**config.mk**
```make
export PLATFORM = sky130hd
export DESIGN_NAME = instr_fetch_unit_flat
export DESIGN_NICKNAME = d
export VERILOG_FILES = /design/src/rtl/instr_fetch_unit_pkg.sv /design/src/rtl/instr_fetch_unit_if.sv /design/src/rtl/instr_fetch_unit.sv /design/src/flat_wrapper.sv
export SDC_FILE = /design/constraint.sdc
export NUM_CORES = 1
export LEC_CHECK = 0
export BUFFER_PORTS_ARGS = -buffer_cell sky130_fd_sc_hd__buf_4
export CAP_MARGIN = 15
export CORE_ASPECT_RATIO = 0.7
export CORE_MARGIN = 1.5
export CORE_UTILIZATION = 35
export DETAILED_ROUTE_END_ITERATION = 6
export RECOVER_POWER = 50
export SKIP_LAST_GASP = 1
export SYNTH_ARGS = -nofsm -noshare
export SYNTH_HDL_FRONTEND = slang
export SYNTH_SLANG_ARGS = --single-unit
```
**constraint.sdc**
```tcl
create_clock -name clk -period 2.3 [get_ports clk]
set_input_delay 0.115 -clock clk [delete_from_list [all_inputs] [get_ports clk]]
set_output_delay 0.115 -clock clk [all_outputs]
set_load 0.02 [all_outputs]
```
**src/rtl/instr_fetch_unit_pkg.sv**
```systemverilog
// ---------------------------------------------------------------------------
// instr_fetch_unit_pkg : shared widths, reset PC and fetch FSM state encodings
// Rev 1.0
// ---------------------------------------------------------------------------
`default_nettype none

package instr_fetch_unit_pkg;

  localparam int unsigned XLEN_DEF        = 32;
  localparam int unsigned PC_BITWIDTH_DEF = 32;
  localparam logic [31:0] RESET_PC_DEF    = 32'h0000_0000;

  typedef logic [1:0] fetch_state_t;

  localparam fetch_state_t S_IDLE = 2'd0;
  localparam fetch_state_t S_REQ  = 2'd1;
  localparam fetch_state_t S_WAIT = 2'd2;
  localparam fetch_state_t S_HOLD = 2'd3;

endpackage

`default_nettype wire

```
**src/rtl/instr_fetch_unit_if.sv**
```systemverilog
// ---------------------------------------------------------------------------
// instr_fetch_unit_if : instruction-memory read port and decode hand-off bus
// Rev 1.0
// ---------------------------------------------------------------------------
`default_nettype none

interface instr_fetch_unit_if
  import instr_fetch_unit_pkg::*;
#(
  parameter int unsigned XLEN        = XLEN_DEF,
  parameter int unsigned PC_BITWIDTH = PC_BITWIDTH_DEF
);

  logic                     mem_read_en;
  logic [PC_BITWIDTH-3:0]   mem_addr;
  logic                     mem_read_ack;
  logic [XLEN-1:0]          mem_data;

  logic                     enable_out;
  logic                     ready_in;
  logic [XLEN-1:0]          IR_out;
  logic [PC_BITWIDTH-1:0]   PC_out;

  // master is the fetch unit; slave is the memory plus decode side
  modport master (
    output mem_read_en, mem_addr, enable_out, IR_out, PC_out,
    input  mem_read_ack, mem_data, ready_in
  );

  modport slave (
    input  mem_read_en, mem_addr, enable_out, IR_out, PC_out,
    output mem_read_ack, mem_data, ready_in
  );

endinterface

`default_nettype wire

```
**src/rtl/instr_fetch_unit.sv**
```systemverilog
// ---------------------------------------------------------------------------
// instr_fetch_unit : PC register, single-outstanding memory fetch, decode hand-off
// Rev 1.0
// ---------------------------------------------------------------------------
`default_nettype none

module instr_fetch_unit
  import instr_fetch_unit_pkg::*;
#(
  parameter int unsigned            XLEN        = XLEN_DEF,
  parameter int unsigned            PC_BITWIDTH = PC_BITWIDTH_DEF,
  parameter logic [PC_BITWIDTH-1:0] RESET_PC    = PC_BITWIDTH'(RESET_PC_DEF)
) (
  input  logic                   clk,
  input  logic                   reset_n,
  input  logic                   sync_reset_i,
  input  logic                   fetch_init_i,
  input  logic [PC_BITWIDTH-1:0] start_addr_i,
  input  logic                   fetch_enable_i,
  input  logic                   jump_en_i,
  input  logic [PC_BITWIDTH-1:0] jump_addr_i,
  output logic                   exception_misaligned_o,
  output logic [PC_BITWIDTH-1:0] exception_addr_o,
  instr_fetch_unit_if.master     bus
);

  fetch_state_t             state_q, state_d;
  logic [PC_BITWIDTH-1:0]   pc_q, pc_d;
  logic                     discard_q, discard_d;
  logic                     halt_q, halt_d;
  logic                     en_q, en_d;
  logic [XLEN-1:0]          ir_q, ir_d;
  logic [PC_BITWIDTH-1:0]   pc_out_q, pc_out_d;
  logic                     exc_q, exc_d;
  logic [PC_BITWIDTH-1:0]   exc_addr_q, exc_addr_d;

  logic [PC_BITWIDTH-1:0]   w_init_target;
  logic [PC_BITWIDTH-1:0]   w_target;
  logic                     w_misaligned;
  logic                     w_redirect;
  logic                     w_handshake;
  logic                     w_in_flight;

  assign w_init_target = start_addr_i & ~PC_BITWIDTH'(3);
  assign w_target      = jump_en_i ? jump_addr_i : w_init_target;
  assign w_misaligned  = jump_en_i & (jump_addr_i[1:0] != 2'b00);
  assign w_redirect    = jump_en_i | fetch_init_i;
  assign w_handshake   = en_q & bus.ready_in;
  // a read whose ack has not arrived yet must be drained before a new request
  assign w_in_flight   = (state_q == S_WAIT) & ~bus.mem_read_ack;

  always_ff @(posedge clk or negedge reset_n) begin
    if (!reset_n) begin
      state_q    <= S_IDLE;
      pc_q       <= RESET_PC;
      discard_q  <= 1'b0;
      halt_q     <= 1'b0;
      en_q       <= 1'b0;
      ir_q       <= '0;
      pc_out_q   <= '0;
      exc_q      <= 1'b0;
      exc_addr_q <= '0;
    end else if (sync_reset_i) begin
      state_q    <= S_IDLE;
      pc_q       <= RESET_PC;
      discard_q  <= 1'b0;
      halt_q     <= 1'b0;
      en_q       <= 1'b0;
      ir_q       <= '0;
      pc_out_q   <= '0;
      exc_q      <= 1'b0;
      exc_addr_q <= '0;
    end else begin
      state_q    <= state_d;
      pc_q       <= pc_d;
      discard_q  <= discard_d;
      halt_q     <= halt_d;
      en_q       <= en_d;
      ir_q       <= ir_d;
      pc_out_q   <= pc_out_d;
      exc_q      <= exc_d;
      exc_addr_q <= exc_addr_d;
    end
  end

  always_comb begin
    state_d    = state_q;
    pc_d       = pc_q;
    discard_d  = discard_q;
    halt_d     = halt_q;
    en_d       = en_q;
    ir_d       = ir_q;
    pc_out_d   = pc_out_q;
    exc_d      = 1'b0;
    exc_addr_d = exc_addr_q;

    if (w_misaligned) begin
      // park until the trap logic issues an aligned redirect
      exc_d      = 1'b1;
      exc_addr_d = jump_addr_i;
      en_d       = 1'b0;
      halt_d     = 1'b1;
      discard_d  = w_in_flight;
      state_d    = w_in_flight ? S_WAIT : S_IDLE;
    end else if (w_redirect) begin
      pc_d      = w_target;
      en_d      = 1'b0;
      halt_d    = 1'b0;
      discard_d = w_in_flight;
      state_d   = w_in_flight ? S_WAIT : S_REQ;
    end else begin
      case (state_q)
        S_IDLE: begin
          if (fetch_enable_i && !halt_q) state_d = S_REQ;
        end
        S_REQ: begin
          state_d = fetch_enable_i ? S_WAIT : S_IDLE;
        end
        S_WAIT: begin
          if (bus.mem_read_ack) begin
            if (discard_q) begin
              discard_d = 1'b0;
              state_d   = halt_q ? S_IDLE : S_REQ;
            end else begin
              en_d     = 1'b1;
              ir_d     = bus.mem_data;
              pc_out_d = pc_q;
              state_d  = S_HOLD;
            end
          end
        end
        S_HOLD: begin
          if (w_handshake) begin
            pc_d    = pc_q + PC_BITWIDTH'(4);
            en_d    = 1'b0;
            state_d = fetch_enable_i ? S_REQ : S_IDLE;
          end
        end
        default: state_d = S_IDLE;
      endcase
    end
  end

  // a redirect in S_REQ would make the old PC stale, so suppress that request
  always_comb begin
    bus.mem_read_en = (state_q == S_REQ) && fetch_enable_i && !w_redirect;
    bus.mem_addr    = pc_q[PC_BITWIDTH-1:2];
  end

  assign bus.enable_out          = en_q;
  assign bus.IR_out              = ir_q;
  assign bus.PC_out              = pc_out_q;
  assign exception_misaligned_o  = exc_q;
  assign exception_addr_o        = exc_addr_q;

endmodule

`default_nettype wire

```
**src/flat_wrapper.sv**
```systemverilog
// flat-port wrapper written by rule: the top's interface ports become plain ports
module instr_fetch_unit_flat import instr_fetch_unit_pkg::*;
#(
  parameter int unsigned            XLEN        = XLEN_DEF,
  parameter int unsigned            PC_BITWIDTH = PC_BITWIDTH_DEF,
  parameter logic [PC_BITWIDTH-1:0] RESET_PC    = PC_BITWIDTH'(RESET_PC_DEF)
)
  (clk, reset_n, sync_reset_i, fetch_init_i, start_addr_i, fetch_enable_i, jump_en_i, jump_addr_i, exception_misaligned_o, exception_addr_o, bus_mem_read_en, bus_mem_addr, bus_enable_out, bus_IR_out, bus_PC_out, bus_mem_read_ack, bus_mem_data, bus_ready_in);
  instr_fetch_unit_if #(.XLEN(XLEN), .PC_BITWIDTH(PC_BITWIDTH)) bus_i ();
  input  logic clk;
  input  logic reset_n;
  input  logic sync_reset_i;
  input  logic fetch_init_i;
  input  logic [PC_BITWIDTH-1:0] start_addr_i;
  input  logic fetch_enable_i;
  input  logic jump_en_i;
  input  logic [PC_BITWIDTH-1:0] jump_addr_i;
  output logic exception_misaligned_o;
  output logic [PC_BITWIDTH-1:0] exception_addr_o;
  output wire logic [$bits(bus_i.mem_read_en)-1:0] bus_mem_read_en;
  output wire logic [$bits(bus_i.mem_addr)-1:0] bus_mem_addr;
  output wire logic [$bits(bus_i.enable_out)-1:0] bus_enable_out;
  output wire logic [$bits(bus_i.IR_out)-1:0] bus_IR_out;
  output wire logic [$bits(bus_i.PC_out)-1:0] bus_PC_out;
  input wire logic [$bits(bus_i.mem_read_ack)-1:0] bus_mem_read_ack;
  input wire logic [$bits(bus_i.mem_data)-1:0] bus_mem_data;
  input wire logic [$bits(bus_i.ready_in)-1:0] bus_ready_in;
  assign bus_mem_read_en = bus_i.mem_read_en;
  assign bus_mem_addr = bus_i.mem_addr;
  assign bus_enable_out = bus_i.enable_out;
  assign bus_IR_out = bus_i.IR_out;
  assign bus_PC_out = bus_i.PC_out;
  assign bus_i.mem_read_ack = bus_mem_read_ack;
  assign bus_i.mem_data = bus_mem_data;
  assign bus_i.ready_in = bus_ready_in;
  instr_fetch_unit #(.XLEN(XLEN), .PC_BITWIDTH(PC_BITWIDTH), .RESET_PC(RESET_PC)) u_core (.clk(clk), .reset_n(reset_n), .sync_reset_i(sync_reset_i), .fetch_init_i(fetch_init_i), .start_addr_i(start_addr_i), .fetch_enable_i(fetch_enable_i), .jump_en_i(jump_en_i), .jump_addr_i(jump_addr_i), .exception_misaligned_o(exception_misaligned_o), .exception_addr_o(exception_addr_o), .bus(bus_i));
endmodule
```
# After elaboration in Yosys (flattened, before gate mapping)
# Index checks and enable logic that the tools add are counted.
classes:
  add_sub_neg: 1
  n_eq_ne: 10
  muxes: 50
  n_bitwise: 5
  reduce_logical: 21
ops:
  columns: ["cell", "count"]
  rows:
  - ["32-bit two-way mux", 20]
  - ["32-bit by 3-bit adder with 32-bit output, second input constant", 1]
  - ["2-bit two-way mux", 10]
  - ["1-bit two-way mux", 18]
  - ["5-bit by 2-bit != test with 1-bit output, second input constant", 2]
  - ["3-bit nonzero test", 3]
  - ["2-bit one-hot mux with 4 select lines", 1]
  - ["2-bit nonzero test", 4]
  - ["4-bit nonzero test", 2]
  - ["2-bit != test, second input constant", 3]
  - ["3-bit AND reduction", 2]
  - ["5-bit by 3-bit != test with 1-bit output, second input constant", 1]
  - ["5-bit != test, second input constant", 1]
  - ["5-bit AND reduction", 1]
  - ["5-bit nonzero test", 1]
  - ["2-bit equality test, second input constant", 2]
  - ["4-bit AND reduction", 1]
  - ["1-bit bitwise AND", 3]
  - ["1-bit logical AND", 3]
  - ["2-bit by 1-bit equality test with 1-bit output, second input constant", 1]
  - ["1-bit zero test", 2]
  - ["2-bit zero test", 1]
  - ["1-bit one-hot mux with 2 select lines", 1]
  - ["2-bit AND reduction", 1]
  - ["2 further kinds", 2]
totals:
  regBits: 134

# Longest topological paths before layout
depth:
  depth_word: 7
  depth_mapped: 8
  mapped_depth_nobuf: 6

# Worst setup path after synthesis
# Ideal clock, no wire load.
synth_path:
  path_type: "register -> register"
  startpoint: "register u_core.en_q, in the netlist u_core.bus.enable_out"
  endpoint: "register u_core.pc_q[28]"
  arrival_time_ns: 1.773
  required_ns: 2.213
  slack_ns: 0.440
  stages_incl_launch_ff: 8
  path_cell_list: "dfrtp_1 > nand4_1 > buf_2 > nand2_1 > a21oi_1 > clkbuf_1 > o21ai_0 > o211ai_1"
synth_between:
  elab_chain_len: 3
synth_rtl:
  columns: ["element", "line", "rtl"]
  rows:
  - ["start, declared", "instr_fetch_unit.sv:31", "logic en_q, en_d;"]
  - ["start signal, assigned", "instr_fetch_unit.sv:78", "en_q <= en_d;"]
  - ["1-bit bitwise AND", "instr_fetch_unit.sv:48", "assign w_handshake = en_q & bus.ready_in;"]
  - ["3-bit nonzero test (no line)", null, null]
  - ["3-bit AND reduction (no line)", null, null]
  - ["end signal, assigned", "instr_fetch_unit.sv:75", "pc_q <= pc_d;"]
  - ["end, declared", "instr_fetch_unit.sv:28", "logic [PC_BITWIDTH-1:0] pc_q, pc_d;"]
# Every way passes these cells.
# A chain may end at the register's enable or synchronous reset.

# Worst setup path in the final report
layout_path:
  startpoint: "input jump_en_i"
  endpoint: "register u_core.pc_q[31]"
layout_between:
  elab_chain_len: 4
  elab_cells_between_ends: 10
layout_rtl:
  columns: ["element", "line", "rtl"]
  rows:
  - ["start, declared", "flat_wrapper.sv:16", "input logic jump_en_i;"]
  - ["32-bit two-way mux / 1-bit OR (equally long branches)", "instr_fetch_unit.sv:45, instr_fetch_unit.sv:47", null]
  - ["32-bit two-way mux", "instr_fetch_unit.sv:105", "end else if (w_redirect) begin"]
  - ["32-bit two-way mux", "instr_fetch_unit.sv:97", "if (w_misaligned) begin"]
  - ["32-bit two-way mux", "instr_fetch_unit.sv:63", "end else if (sync_reset_i) begin"]
# Several ways; a longest one is shown, not always the timed one. The select of a mux whose other input is x is not followed.

==> metrics.md <==
| Metric | Value |
|---|---|
| CTS tree | yes |
| Htree depth | 4 |
| Fin. max-slew vios | 33 |
| Hold Path Depth | 3 |
| Root Buffer | clkbuf_16 |
| PortBufs | 230 |
| Worst hold path type | primary input to flip-flop |
| EDFF count, synth | 0 |
| Final instance area | 9790 um2 |
| 1st-pass router iterations | 5 |
| Die area | 20000 um2 |
| Reg-to-reg slack, setup | 0.33 ns |
| Antenna violations before repair | 0 |
| Area growth from synthesis to layout | 45.9% |
| Drt first-iter violations | 467 |
| Via total after detailed routing | 6719 |
| Post-route ant nets | 0 |
| DIE HEIGHT | 119 um |
| Total power | 6610 uW |
| Crit path kind | primary input to flip-flop |
| Maximum VDD drop | 380 uV |
| Gp weighted congestion | 0.831 |
| I/O Pins | 233 |
| Cell taking the most area after synthesis | dfrtp_1 |
| Syn Inst Count | 794 |
| Placed Cells incl. Taps | 1218 |
| CTS Buffer Depth | 2 |
| Register area | 3350 um2 |
| Multi-input logic area | 2890 um2 |
| Worst Reg-to-Reg Cells | 6 |
| CP bufs+invs | 2 |
| Tot GR Track Use | 24.2% |
| CP cell instances | buf_4, o21a_1, clkbuf_1, nor2_1, a21oi_1, o22ai_1 |
| Site Rows | 42 |
| Final TNS setup | 0 ns |
| Routed len/inst | 17.9 um |
| Failing checks | capacitance limit, slew limit |
| Share of layout cells above drive strength 1 | 25.7% |
| Slew HR | -4.86% |
| Crit. End Element | flip-flop |
| Nets | 1164 |
| Top cells by count, synth | nand2_1 (224), dfrtp_1 (134), a21oi_1 (132), clkbuf_1 (42), o21ai_0 (32) |
| Syn Nets | 899 |
| YS warnings | 0 |
| Syn avg cell area | 8.45 um2 |
| RR Startpoint | u_core.state_q[1]$_DFFE_PN0P_ |
| CP Launch Type | primary input |
| CTS-repair resized insts | 0 |
| Ys flop type | dfrtp_1 |
| Actual slew at the worst max-slew pin | 1.57 ns |
| DRT met1 WL | 11600 um |
| Fmax | 0.505 GHz |
| CTS clk-pin slew, worst paths | 0.06 ns |
| Slowest CP cell | clkbuf_1 |
| Die W | 168 um |
| Async SR Flop Fraction | 100% |
| Sequential element share of the synthesized area | 50.0% |
| Mapped Area | 6710 um2 |
| Vias per cell | 5.11 |
| Minimum clock period | 1.98 ns |
| Hold_sp | jump_addr_i[0] |
| Largest net degree at the start of global routing | 65 |
| Worst hold path endpoint | u_core.exception_addr_o[0]$_DFFE_PN0P_ |
| Status | finished with violations |
| DPL Wire Length | 16500 um |
| Largest stage delay on the critical path | 1.14 ns |
| Routed WL | 23600 um |
| Core Footprint | 18900 um2 |
| Synth area leaders | dfrtp_1 (50%), nand2_1 (13%), a21oi_1 (9.8%) |
| Pwr dens | 675 nW/um2 |
| RSZ-0062 raised after global routing | no |
| Initial Util | 35.6% |
| Non-Filler Instances | 1314 |
| Number of global-route vias before repair | 6384 |
| Cell family with most CP delay | buffers and inverters |
| Inserted Diodes | 0 |
| Cts bufs inserted | 17 |
| Critical-path maximum fanout | 32 |
| Arrival @ worst endpoint | 2.26 ns |
| Fill cells | 1791 |
| Worst-Skew Late Latency | 0.42 ns |
| Global-route wire length before repair | 37200 um |
| Final Setup Violations | 0 |
| Top-count cell post-synth | nand2_1 |
| Max Clock Skew | 0.0160 ns |
| Met3 wire length | 2020 um |
| Yosys cell types | 52 |
| Synth top area share | 50.0% |
| Endpoints failing hold | 0 |
| FF+latch count, synth | 134 |
| Met2 WL | 9810 um |
| Leak Pwr | 0.00445 uW |
| Max_cap viols | 1 |
| Crit path required time | 2.58 ns |
| Reg2reg end | u_core.pc_q[20]$_DFFE_PN0P_ |
| Drc violations | 0 |
| Uppermost layer routed | met4 |
| DP Area | 8600 um2 |
| Period utilization | 86.2% |
| Congestion Overflow GR | 0 |
| # clock sinks | 134 |
-- placed cells by master, fill, tap and decap left out, types with 3 or more instances in the layout --
master,count
nand3_1,20
a22oi_1,8
and2_1,4
and3_1,4
inv_1,8
xor2_1,9
nor2b_1,3
o41ai_1,3
o32ai_1,6
nor3_1,8
a22o_1,5
a21oi_1,132
dlygate4sd3_1,63
o21ai_0,31
nor4_1,3
a32o_1,11
mux2i_1,4
nand4_1,11
clkbuf_16,17
bufinv_16,6
dfrtp_1,134
clkbuf_1,31
nand2_1,224
a211oi_1,8
a31o_2,3
a21o_1,5
o22ai_1,7
o211ai_1,3
clkbuf_2,4
nor2_1,30
buf_4,230
clkinv_4,6
-- worst max-delay path by stage --
stage	start	cells after the start	slack, ns	end
final	jump_en_i	6	0.32	u_core.pc_q[31]$_DFFE_PN0P_
after global routing	jump_en_i	6	0.11	u_core.pc_q[31]$_DFFE_PN0P_
after CTS	u_core.state_q[1]$_DFFE_PN0P_	6	0.18	u_core.pc_q[20]$_DFFE_PN0P_
after detailed placement	jump_en_i	5	0.20	u_core.pc_q[22]$_DFFE_PN0P_
after global placement	jump_en_i	5	0.23	u_core.pc_q[26]$_DFFE_PN0P_
after floorplan	u_core.bus.enable_out$_DFFE_PN0P_	7	0.44	u_core.pc_q[28]$_DFFE_PN0P_
-- flip-flops by register name, indices dropped and copies added (netlist names) --
| name | cells |
|---|---|
| u_core.bus.IR_out | 32 |
| u_core.bus.PC_out | 32 |
| u_core.bus.enable_out | 1 |
| u_core.discard_q | 1 |
| u_core.exception_addr_o | 32 |
| u_core.exception_misaligned_o | 1 |
| u_core.halt_q | 1 |
| u_core.pc_q | 32 |
| u_core.state_q | 2 |
-- cells by family (layout without fill, tap and decap cells) --
group           after synthesis  in the layout  synth area share (%)
flops                       134            134                  50.0
mux                           4              4                 0.597
simple gates                318            318                  19.9
xor+xnor                     10             10                  1.31
compound gates              235            235                  20.9
fa+ha+maj                     1              1                 0.186
buf+inv                      92            370                  7.16
-- power breakdown --
| part | internal [uW] | switching, uW |
|---|---|---|
| Clock | 2040 | 1110 |
| Combinational | 413 | 516 |
| Sequential | 2430 | 92.2 |
| Total | 4890 | 1720 |
-- per-layer routing --
layer	up-vias	track usage [%]
met2	262	33.4
li1	3261	-
met3	11	7.48
met5	-	0
met1	3185	36.9
met4	0	4.52
-- layout make-up --
type	instances	share of cell area, %
flip-flops and latches	134	34.3
multi-input cells	568	29.5
well taps	242	3.09
inverters	8	0.307
clock inverters	15	2.57
repair buffers	330	25.9
clock buffers	17	4.35
-- per-stage QoR --
| stage | utilization (%) | setup slack (ns) | hold WS [ns] |
|---|---|---|---|
| floorplan | - | 0.440 | -0.181 |
| global placement | 45.6 | 0.225 | 0.101 |
| detailed placement | 45.6 | 0.200 | 0.0967 |
| CTS | 52.5 | 0.178 | 0.0191 |
| global route | 51.9 | 0.105 | 0.0312 |
| finish | 51.9 | 0.318 | 0.0348 |
-- worst min-delay path, delay by kind of cell --
| family | cells | cell delay [ns] |
|---|---|---|
| buffers and inverters | 1 | 0.13 |
| AOI/OAI and AO/OA | 1 | 0.07 |
| and+or+nand+nor | 1 | 0.10 |
-- repair_timing --
action                     CTS  global route
setup endpoints to repair    0             3
hold endpoints to repair   106             0
hold buffers                63             0
buffers inserted             0             1
No activity file was read; power rests on OpenSTA's default activity.
